## config.mk

```make
export PLATFORM = sky130hd
export DESIGN_NAME = serial_addsub
export DESIGN_NICKNAME = d
export VERILOG_FILES = /design/src/rtl/serial_addsub.sv
export SDC_FILE = /design/constraint.sdc
export NUM_CORES = 1
export LEC_CHECK = 0
export CAP_MARGIN = 30
export CORE_MARGIN = 4
export CORE_UTILIZATION = 45
export CTS_CLUSTER_SIZE = 28
export DETAILED_ROUTE_END_ITERATION = 8
export PLACE_DENSITY_LB_ADDON = 0.25
export SLEW_MARGIN = 10
export SYNTH_ARGS = -nofsm -noshare
export SYNTH_HDL_FRONTEND = slang
export SYNTH_SLANG_ARGS = --single-unit
```

## constraint.sdc

```tcl
create_clock -name Clk -period 3.2 [get_ports Clk]
set_input_delay 0.64 -clock Clk [delete_from_list [all_inputs] [get_ports Clk]]
set_output_delay 0.64 -clock Clk [all_outputs]
set_load 0.05 [all_outputs]
```

## src/rtl/serial_addsub.sv

```systemverilog
// Bit-serial WIDTH-bit add/subtract, LSB first, WIDTH+1 edges from Start to Done; Start ignored unless IDLE.
// Optional SERIAL_ADDSUB_OVF_EN adds the signed-overflow output V.
module serial_addsub #(
  parameter int WIDTH = 16
) (
  input  logic             Clk,
  input  logic             Reset,
  input  logic             Start,
  input  logic             Sub,
  input  logic [WIDTH-1:0] A,
  input  logic [WIDTH-1:0] B,
  input  logic             cin,
  output logic [WIDTH-1:0] S,
  output logic             cout,
`ifdef SERIAL_ADDSUB_OVF_EN
  output logic             V,
`endif
  output logic             Busy,
  output logic             Done
);

  localparam int CW = (WIDTH > 1) ? $clog2(WIDTH) : 1;

  typedef enum logic [1:0] {
    ST_IDLE  = 2'd0,
    ST_SHIFT = 2'd1,
    ST_DONE  = 2'd2
  } state_t;

  state_t           state;
  state_t           state_nxt;
  logic [WIDTH-1:0] opa;
  logic [WIDTH-1:0] opb;
  logic [WIDTH-1:0] acc;
  logic [WIDTH-1:0] acc_nxt;
  logic             carry;
  logic             carry_nxt;
  logic             sum_bit;
  logic [CW-1:0]    cnt;
  logic             last;

  assign last = (cnt == CW'(WIDTH - 1));

  // The single full-adder cell.
  always_comb begin
    sum_bit   = opa[0] ^ opb[0] ^ carry;
    carry_nxt = (opa[0] & opb[0]) | (opa[0] & carry) | (opb[0] & carry);
    acc_nxt   = {sum_bit, acc[WIDTH-1:1]};
  end

  always_ff @(posedge Clk) begin
    if (Reset) begin
      state <= ST_IDLE;
    end else begin
      state <= state_nxt;
    end
  end

  always_comb begin
    state_nxt = state;
    case (state)
      ST_IDLE:  if (Start) state_nxt = ST_SHIFT;
      ST_SHIFT: if (last) state_nxt = ST_DONE;
      ST_DONE:  state_nxt = ST_IDLE;
      default:  state_nxt = ST_IDLE;
    endcase
  end

  always_comb begin
    Busy = (state == ST_SHIFT);
    Done = (state == ST_DONE);
  end

  // Subtract is A + ~B + ~borrow_in, so only the load differs between modes.
  always_ff @(posedge Clk) begin
    if (Reset) begin
      opa   <= '0;
      opb   <= '0;
      acc   <= '0;
      carry <= 1'b0;
      cnt   <= '0;
      S     <= '0;
      cout  <= 1'b0;
`ifdef SERIAL_ADDSUB_OVF_EN
      V     <= 1'b0;
`endif
    end else begin
      case (state)
        ST_IDLE: begin
          if (Start) begin
            opa   <= A;
            opb   <= Sub ? ~B : B;
            carry <= cin ^ Sub;
            cnt   <= '0;
          end
        end
        ST_SHIFT: begin
          opa   <= opa >> 1;
          opb   <= opb >> 1;
          acc   <= acc_nxt;
          carry <= carry_nxt;
          cnt   <= cnt + CW'(1);
          if (last) begin
            S    <= acc_nxt;
            cout <= carry_nxt;
`ifdef SERIAL_ADDSUB_OVF_EN
            V    <= carry ^ carry_nxt;
`endif
          end
        end
        default: ;
      endcase
    end
  end

endmodule

```

Word level (Yosys, flattened, before mapping)
Cells that the tools add are included.
{"block": "totals", "register_bits": 72, "in_bits": 37, "output_inout_bits": 19, "elab_cells": 40}
{"block": "op_classes", "bitwise": 9, "eq_ne": 5, "mux": 12, "addsub": 1, "reduce_logical": 5}
{"op": "$pmux 16 s2", "n": 2}
{"op": "$mux 16", "n": 3}
{"op": "$not 16->16", "n": 1}
{"op": "$pmux 4 s2", "n": 1}
{"op": "$reduce_and 2->1", "n": 3}
{"op": "$add 4x1->4 const B", "n": 1}
{"op": "$eq 4x4->1 const B", "n": 1}
{"op": "$mux 2", "n": 2}
{"op": "$mux 4", "n": 1}
{"op": "$pmux 2 s2", "n": 1}
{"op": "$and 1x1->1", "n": 3}
{"op": "$xor 1x1->1", "n": 3}
{"op": "$eq 2x1->1 const B", "n": 1}
{"op": "$eq 2x2->1 const B", "n": 1}
{"op": "$logic_not 2->1", "n": 1}
{"op": "$ne 2x1->1 const B", "n": 1}
{"op": "$ne 2x2->1 const B", "n": 1}
{"op": "$or 1x1->1", "n": 2}
{"op": "$pmux 1 s2", "n": 1}
{"op": "$reduce_bool 2->1", "n": 1}
{"op": "$mux 1", "n": 1}

Logic depth before layout (Yosys ltp)
Gate-level depths: netlist of run 1.
{"block": "logic_depth", "ltp_word": 4, "depth_mapped": 6, "depth_no_buf": 4}

Worst setup path before layout of run 1
No wires, ideal clock.
{"block": "synth_timing", "path_kind": "reg2out", "from": "reg state[1]", "to": "out Done", "slack_ps": 1223, "stages_incl_launch_ff": 4, "required_time_ps": 2560, "n_path_buf": 1, "t_arrival_ps": 1337, "path_cell_list": "dfxtp_1 > inv_1 > clkbuf_1 > nor2_1"}
{"block": "synth_via", "elab_chain_len": 1}
{"item": "start, declared", "line_no": "30", "source": "state_t state;"}
{"item": "start signal, assigned", "line_no": "55", "source": "state <= state_nxt;"}
{"item": "$eq 2x2->1", "line_no": "71", "source": "Done = (state == ST_DONE);"}
{"item": "end, declared", "line_no": "19", "source": "output logic Done"}
No other way between the ends.

Final worst setup path of run 1
Ends and elaborated chain as after synthesis.

==> metrics.md, run 1 <==
| Metric | Value |
|---|---|
| Setup repair after global routing missed its margin | `no` |
| Overall die area | `0.00809 mm²` |
| Avg Synthesized Cell Area | `8.88 µm²` |
| Wirelength per Cell | `13.9 µm` |
| Slew Limit Headroom | `48.0%` |
| Worst Clk Skew | `9.08 ps` |
| IO buf count | `55` |
| Worst Setup Start Kind | `flop` |
| Clock tree buffer depth | `2` |
| Final count of pins violating max slew | `0` |
| Portion of the post-synthesis area used by sequential elements | `47.1%` |
| Total setup buffers inserted after CTS | `0` |
| Most frequent cell after synthesis | `sky130_fd_sc_hd__dfxtp_1` |
| Depth of the worst hold-timing path | `2` |
| Actual transition at the worst max-transition pin | `779 ps` |
| Count of synthesis-stage warnings from yosys | `0` |
| Placer Congestion | `0.720` |
| Register bit total from synthesis | `71` |
| ANT nets after route | `0` |
| Clock input transition at the sequential cells of the worst setup and hold paths | `70 ps` |
| Sum of routed wire length over all layers | `6430 µm` |
| Final number of setup-violating endpoints | `0` |
| Worst VDD drop | `0.251 mV` |
| Max Freq | `0.380 GHz` |
| Hold violation count in the final report | `0` |
| Final total power | `0.00226 W` |
| Crit path max fanout | `16` |
| CTS H-tree depth | `3` |
| Yosys top cell by area | `sky130_fd_sc_hd__dfxtp_1` |
| Wire length of the first global-routing pass | `11200 µm` |
| Post-Place Setup Slack | `783 ps` |
| Clock sink count | `71` |
| DR pass1 iterations | `5` |
| Worst endpoint data arrival time | `1990 ps` |
| Gr ovfl total | `0` |
| R2r worst-path depth | `6` |
| Net count, final | `419` |
| Vias in the first global route | `2508` |
| Net Count, Synth | `379` |
| Die span in x | `89.9 µm` |
| Post-synthesis instance total | `340` |
| Max-cap check violation count | `0` |
| Clock latency of the later-clocked register in the worst-skew pair | `340 ps` |
| Maximum number of pins on one net before global-route repair | `72` |
| Top area cells in the synthesized netlist | `sky130_fd_sc_hd__dfxtp_1 47%, sky130_fd_sc_hd__a21oi_1 5.6%, sky130_fd_sc_hd__xnor2_1 4.9%, sky130_fd_sc_hd__a22oi_1 4.2%, sky130_fd_sc_hd__a211oi_1 4.0%` |
| Count of flip-flops with a built-in enable after synthesis | `0` |
| DRC errors left | `0` |
| Number of hold-repair buffers added at the cts stage | `0` |
| Worst hold slack | `457 ps` |
| Number of placement rows | `29` |
| Setup slack, reg-to-reg | `1480 ps` |
| Die span in y | `89.9 µm` |
| Share of post-route cells with drive strength above 1 | `9.35%` |
| Total negative slack for setup checks | `0 ps` |
| Overall global routing resource usage | `16.3%` |
| Leakage power of the design | `1.32 nW` |
| DR vias/cell | `5.51` |
| Type of destination of the critical path | `primary output` |
| Antenna violations before repair | `0` |
| Core area | `0.00642 mm²` |
| Number of distinct standard cells referenced by the synthesized netlist | `33` |
| Type of the setup path with the least slack | `flop to primary output` |
| Status | `finished clean` |
| Kind of path behind the tightest hold check | `flop to flop` |
| Final setup slack of the worst path | `567 ps` |
| List of most frequent post-synthesis cells | `71 x sky130_fd_sc_hd__dfxtp_1, 34 x sky130_fd_sc_hd__a21oi_1, 32 x sky130_fd_sc_hd__nand2_1` |
| Clock buffers created by TritonCTS | `9` |
| Tmin final | `2630 ps` |
| Num ports | `56` |
| Crit share post-route | `82.3%` |
| Main synth FF type | `sky130_fd_sc_hd__dfxtp_1` |
| Final HPWL from detailed placement | `4080 µm` |
| Area growth from synthesis to final layout | `27.3%` |
| TritonCTS clock tree | `done` |
| Power density relative to cell area | `588 mW/mm²` |
| Number of instances resized during post-cts repair | `0` |
| Post-synth ARST share | `0%` |
| Combined area of all synthesized cells | `0.00302 mm²` |
| Root Driver | `sky130_fd_sc_hd__clkbuf_8` |
| Area share of the largest cell type after synthesis | `47.1%` |
| First-iteration detailed-routing DRC count | `85` |
| Ant. Diodes | `0` |
| Total number of vias | `2546` |
| Effective utilization at floorplan | `47.0%` |
| Final-layout fill cell count | `595` |
| Crit path required time | `2560 ps` |
[metal layers]
metal,vias to the layer above,global-route usage [%],share of wire (%)
met5,-,0,0
met1,1196,20.4,47
met2,50,27.6,48
met3,9,3.09,3.5
met4,0,7.02,1.4
li1,1291,-,-
[cell type report]
| type | instances | area (µm²) | share of cell area, % |
|---|---|---|---|
| clock inverter | 6 | 155 | 4.03 |
| tap | 77 | 96.3 | 2.50 |
| clock buffer | 10 | 138 | 3.58 |
| sequential | 71 | 1420 | 37.0 |
| timing repair buffer | 62 | 608 | 15.8 |
| multi-input combinational | 232 | 1410 | 36.7 |
| inverter | 4 | 15.0 | 0.390 |
[metrics by stage]
stage	util (%)	instance area, µm²	std cells
final	59.9	3850	462
after detailed placement	55.3	3550	446
after CTS	59.9	3850	462
after floorplan	-	3020	340
after global placement	55.3	3550	446
after global routing	59.9	3850	462
[layout by cell type (no fill, tap or decap), drive strengths merged]
cell	instances
clkinv	1
o21ai	18
a211oi	16
nor3	2
ha	1
o21bai	1
o21ba	1
xnor2	17
o211a	1
o2bb2ai	13
dfxtp	71
nand2b	2
inv	4
and3	1
nor2	31
nand2	32
or3	3
a22oi	17
o31ai	1
clkbuf	10
o22ai	18
nand3	20
nand3b	1
buf	9
a21oi	34
a31oi	1
clkdlybuf4s50	53
fa	1
bufinv	5
[registers in the layout (all words and copies together), names as in the netlist]
register,cells
cout,1
S,16
acc,15
cnt,4
opa,16
state,2
opb,16
carry,1
[cells by family (layout without fill, tap and decap cells)]
family                     count (synthesis)  count (layout)  synth area share [%]
xor gates and xnor gates                  17              17                  4.93
buffers and inverters                     37              82                  6.17
AOI/OAI and AO/OA                        121             121                  27.5
and+or+nand+nor                           92              92                  13.2
adders and majority gates                  2               2                  1.08
DFF                                       71              71                  47.1
[worst paths after layout]
check | startpoint | endpoint
max | state[1] | Done
min | acc[1] | acc[1]
max reg2reg | state[0] | opb[13]
min reg2reg | acc[1] | acc[1]
[critical path, cell delays in order (launching register included)]
cell,delay (ps)
sky130_fd_sc_hd__dfxtp_1,400
sky130_fd_sc_hd__inv_1,270
sky130_fd_sc_hd__nor2_1,170
sky130_fd_sc_hd__clkdlybuf4s50_1,810
[report_power, final]
group          switching [W]  total (W)  internal [W]
registers          0.0000260   0.000957      0.000931
logic               0.000151   0.000278      0.000127
clock network       0.000332    0.00103      0.000696
No activity file was read; power rests on OpenSTA's default activity.
==> inputs of run 2 (changes only) <==
==> constraint.sdc (replaced) <==
create_clock -name Clk -period 2.1 [get_ports Clk]
set_input_delay 0.42 -clock Clk [delete_from_list [all_inputs] [get_ports Clk]]
set_output_delay 0.42 -clock Clk [all_outputs]
set_load 0.05 [all_outputs]
==> run 2 against run 1 <==
  * Via count shrank 2.6%
  * Core utilization grew 0.18 points
  * Worst setup slack lost 370 ps
  * Count of clock-buffer cells in the layout is the same
  * Critical path type unchanged
  * Highest routed layer unchanged
==> metrics.md, run 2 (synthesized netlist as in run 1, its figures left out) <==
| Metric | Value |
|---|---|
| Status | `finished clean` |
| Share of post-route cells with drive strength above 1 | `11.5%` |
| Kind of path behind the tightest hold check | `flop to flop` |
| CTS H-tree depth | `3` |
| Clock tree buffer depth | `2` |
| Overall global routing resource usage | `16.5%` |
| Multi-input gate area in the final layout | `0.00141 mm²` |
| Ant. Diodes | `0` |
| Number of placement rows | `29` |
| DR vias/cell | `5.28` |
| Worst endpoint data arrival time | `1480 ps` |
| Commonest non-fill, non-tap cell in the layout | `sky130_fd_sc_hd__dfxtp_1` |
| Total setup buffers inserted after CTS | `0` |
| Final count of pins violating max slew | `0` |
| Number of cells on the critical path | `1` |
| TritonCTS clock tree | `done` |
| Tmin final | `1900 ps` |
| Setup repair after global routing missed its margin | `no` |
| Hold violation count in the final report | `0` |
| Die span in x | `89.9 µm` |
| Total number of vias | `2480` |
| Layout Cells excl Fill | `470` |
| Final number of setup-violating endpoints | `0` |
| Placer Congestion | `0.756` |
| Antenna violations before repair | `0` |
| Commonest cells after routing, fill and taps aside | `71 x sky130_fd_sc_hd__dfxtp_1, 52 x sky130_fd_sc_hd__clkdlybuf4s50_1, 34 x sky130_fd_sc_hd__a21oi_1` |
| Vias in the first global route | `2366` |
| Actual transition at the worst max-transition pin | `498 ps` |
| Clock input transition at the sequential cells of the worst setup and hold paths | `80 ps` |
| Power density relative to cell area | `802 mW/mm²` |
| Maximum number of pins on one net before global-route repair | `72` |
| Clock sink count | `71` |
| Registers with the highest flip-flop counts | `S x16, opa x16, opb x16` |
| Max-cap check violation count | `0` |
| Core area | `0.00642 mm²` |
| Clock buffers created by TritonCTS | `9` |
| DR pass1 iterations | `4` |
| Leakage power of the design | `1.34 nW` |
| Wirelength per Cell | `13.6 µm` |
| Final HPWL from detailed placement | `4200 µm` |
| Number of instances resized during post-cts repair | `0` |
| First-iteration detailed-routing DRC count | `137` |
| Sum of routed wire length over all layers | `6410 µm` |
| CP max stage cell | `sky130_fd_sc_hd__clkdlybuf4s50_1` |
| Final-layout fill cell count | `586` |
| Clock latency of the later-clocked register in the worst-skew pair | `350 ps` |
| Area growth from synthesis to final layout | `27.7%` |
| Gr ovfl total | `0` |
| Delay of the slowest cell on the worst path | `810 ps` |
| Net count, final | `427` |
| Effective utilization at floorplan | `47.0%` |
| Crit path max fanout | `2` |
| Total negative slack for setup checks | `0 ps` |
| Crit share post-route | `90.6%` |
| Max Freq | `0.525 GHz` |
| Largest delay contributor family on the critical path | `buffers and inverters` |
| Worst VDD drop | `0.409 mV` |
| R2r worst-path depth | `5` |
| Type of the setup path with the least slack | `flop to primary output` |
| IO buf count | `55` |
| Root Driver | `sky130_fd_sc_hd__clkbuf_8` |
| Number of placed cells counting well taps | `454` |
| Slew Limit Headroom | `66.7%` |
| Worst Setup Start Kind | `flop` |
| Die span in y | `89.9 µm` |
| Combined flip-flop and latch cell area | `0.00142 mm²` |
| Number of hold-repair buffers added at the cts stage | `0` |
| Type of destination of the critical path | `primary output` |
| Crit path required time | `1680 ps` |
| Crit path cell chain | `clkdlybuf4s50_1` |
| Num ports | `56` |
| Final setup slack of the worst path | `197 ps` |
| Buffers & Inverters on Critical Path | `1` |
| ANT nets after route | `0` |
| Worst Clk Skew | `13.2 ps` |
| Depth of the worst hold-timing path | `2` |
| Post-Place Setup Slack | `261 ps` |
| Overall die area | `0.00809 mm²` |
| Wire length of the first global-routing pass | `11100 µm` |
| DRC errors left | `0` |
run 2: worst paths after layout:
kind	start	end	slack, ps
max reg2reg	state[1]	opb[10]	660
min	acc[1]	acc[1]	470
max	S[14]	S[14]	200
min reg2reg	acc[1]	acc[1]	470
run 2: area by class of cell:
class	instances	area share (%)
timing repair buffer	70	17.9
clock inverter	6	2.17
sequential	71	36.8
tap	77	2.50
clock buffer	10	3.57
inverter	4	0.389
multi-input combinational	232	36.6
run 2: report_power, final:
group          internal (W)  total, W  switching (W)  leakage, nW
Clock              0.000697   0.00119       0.000496        0.116
Combinational      0.000206  0.000438       0.000232        0.642
Sequential          0.00142   0.00146      0.0000425        0.579
run 2: metal layers:
metal	track usage, %	share of wire (%)	vias to the layer above
met5	0	0	-
met4	7.65	1.9	0
met2	26.6	47	51
met1	20.9	46	1112
met3	3.92	4.3	10
li1	-	-	1307
run 2: metrics by stage:
step	power (W)	utilization [%]	hold WS (ps)	instance area (µm²)
finish	0.00309	60.1	470	3860
global route	0.00324	60.1	486	3860
CTS	0.00312	60.1	472	3860
detailed placement	0.00193	56.6	461	3640
global placement	0.00192	56.6	444	3640
floorplan	0.00179	-	432	3020
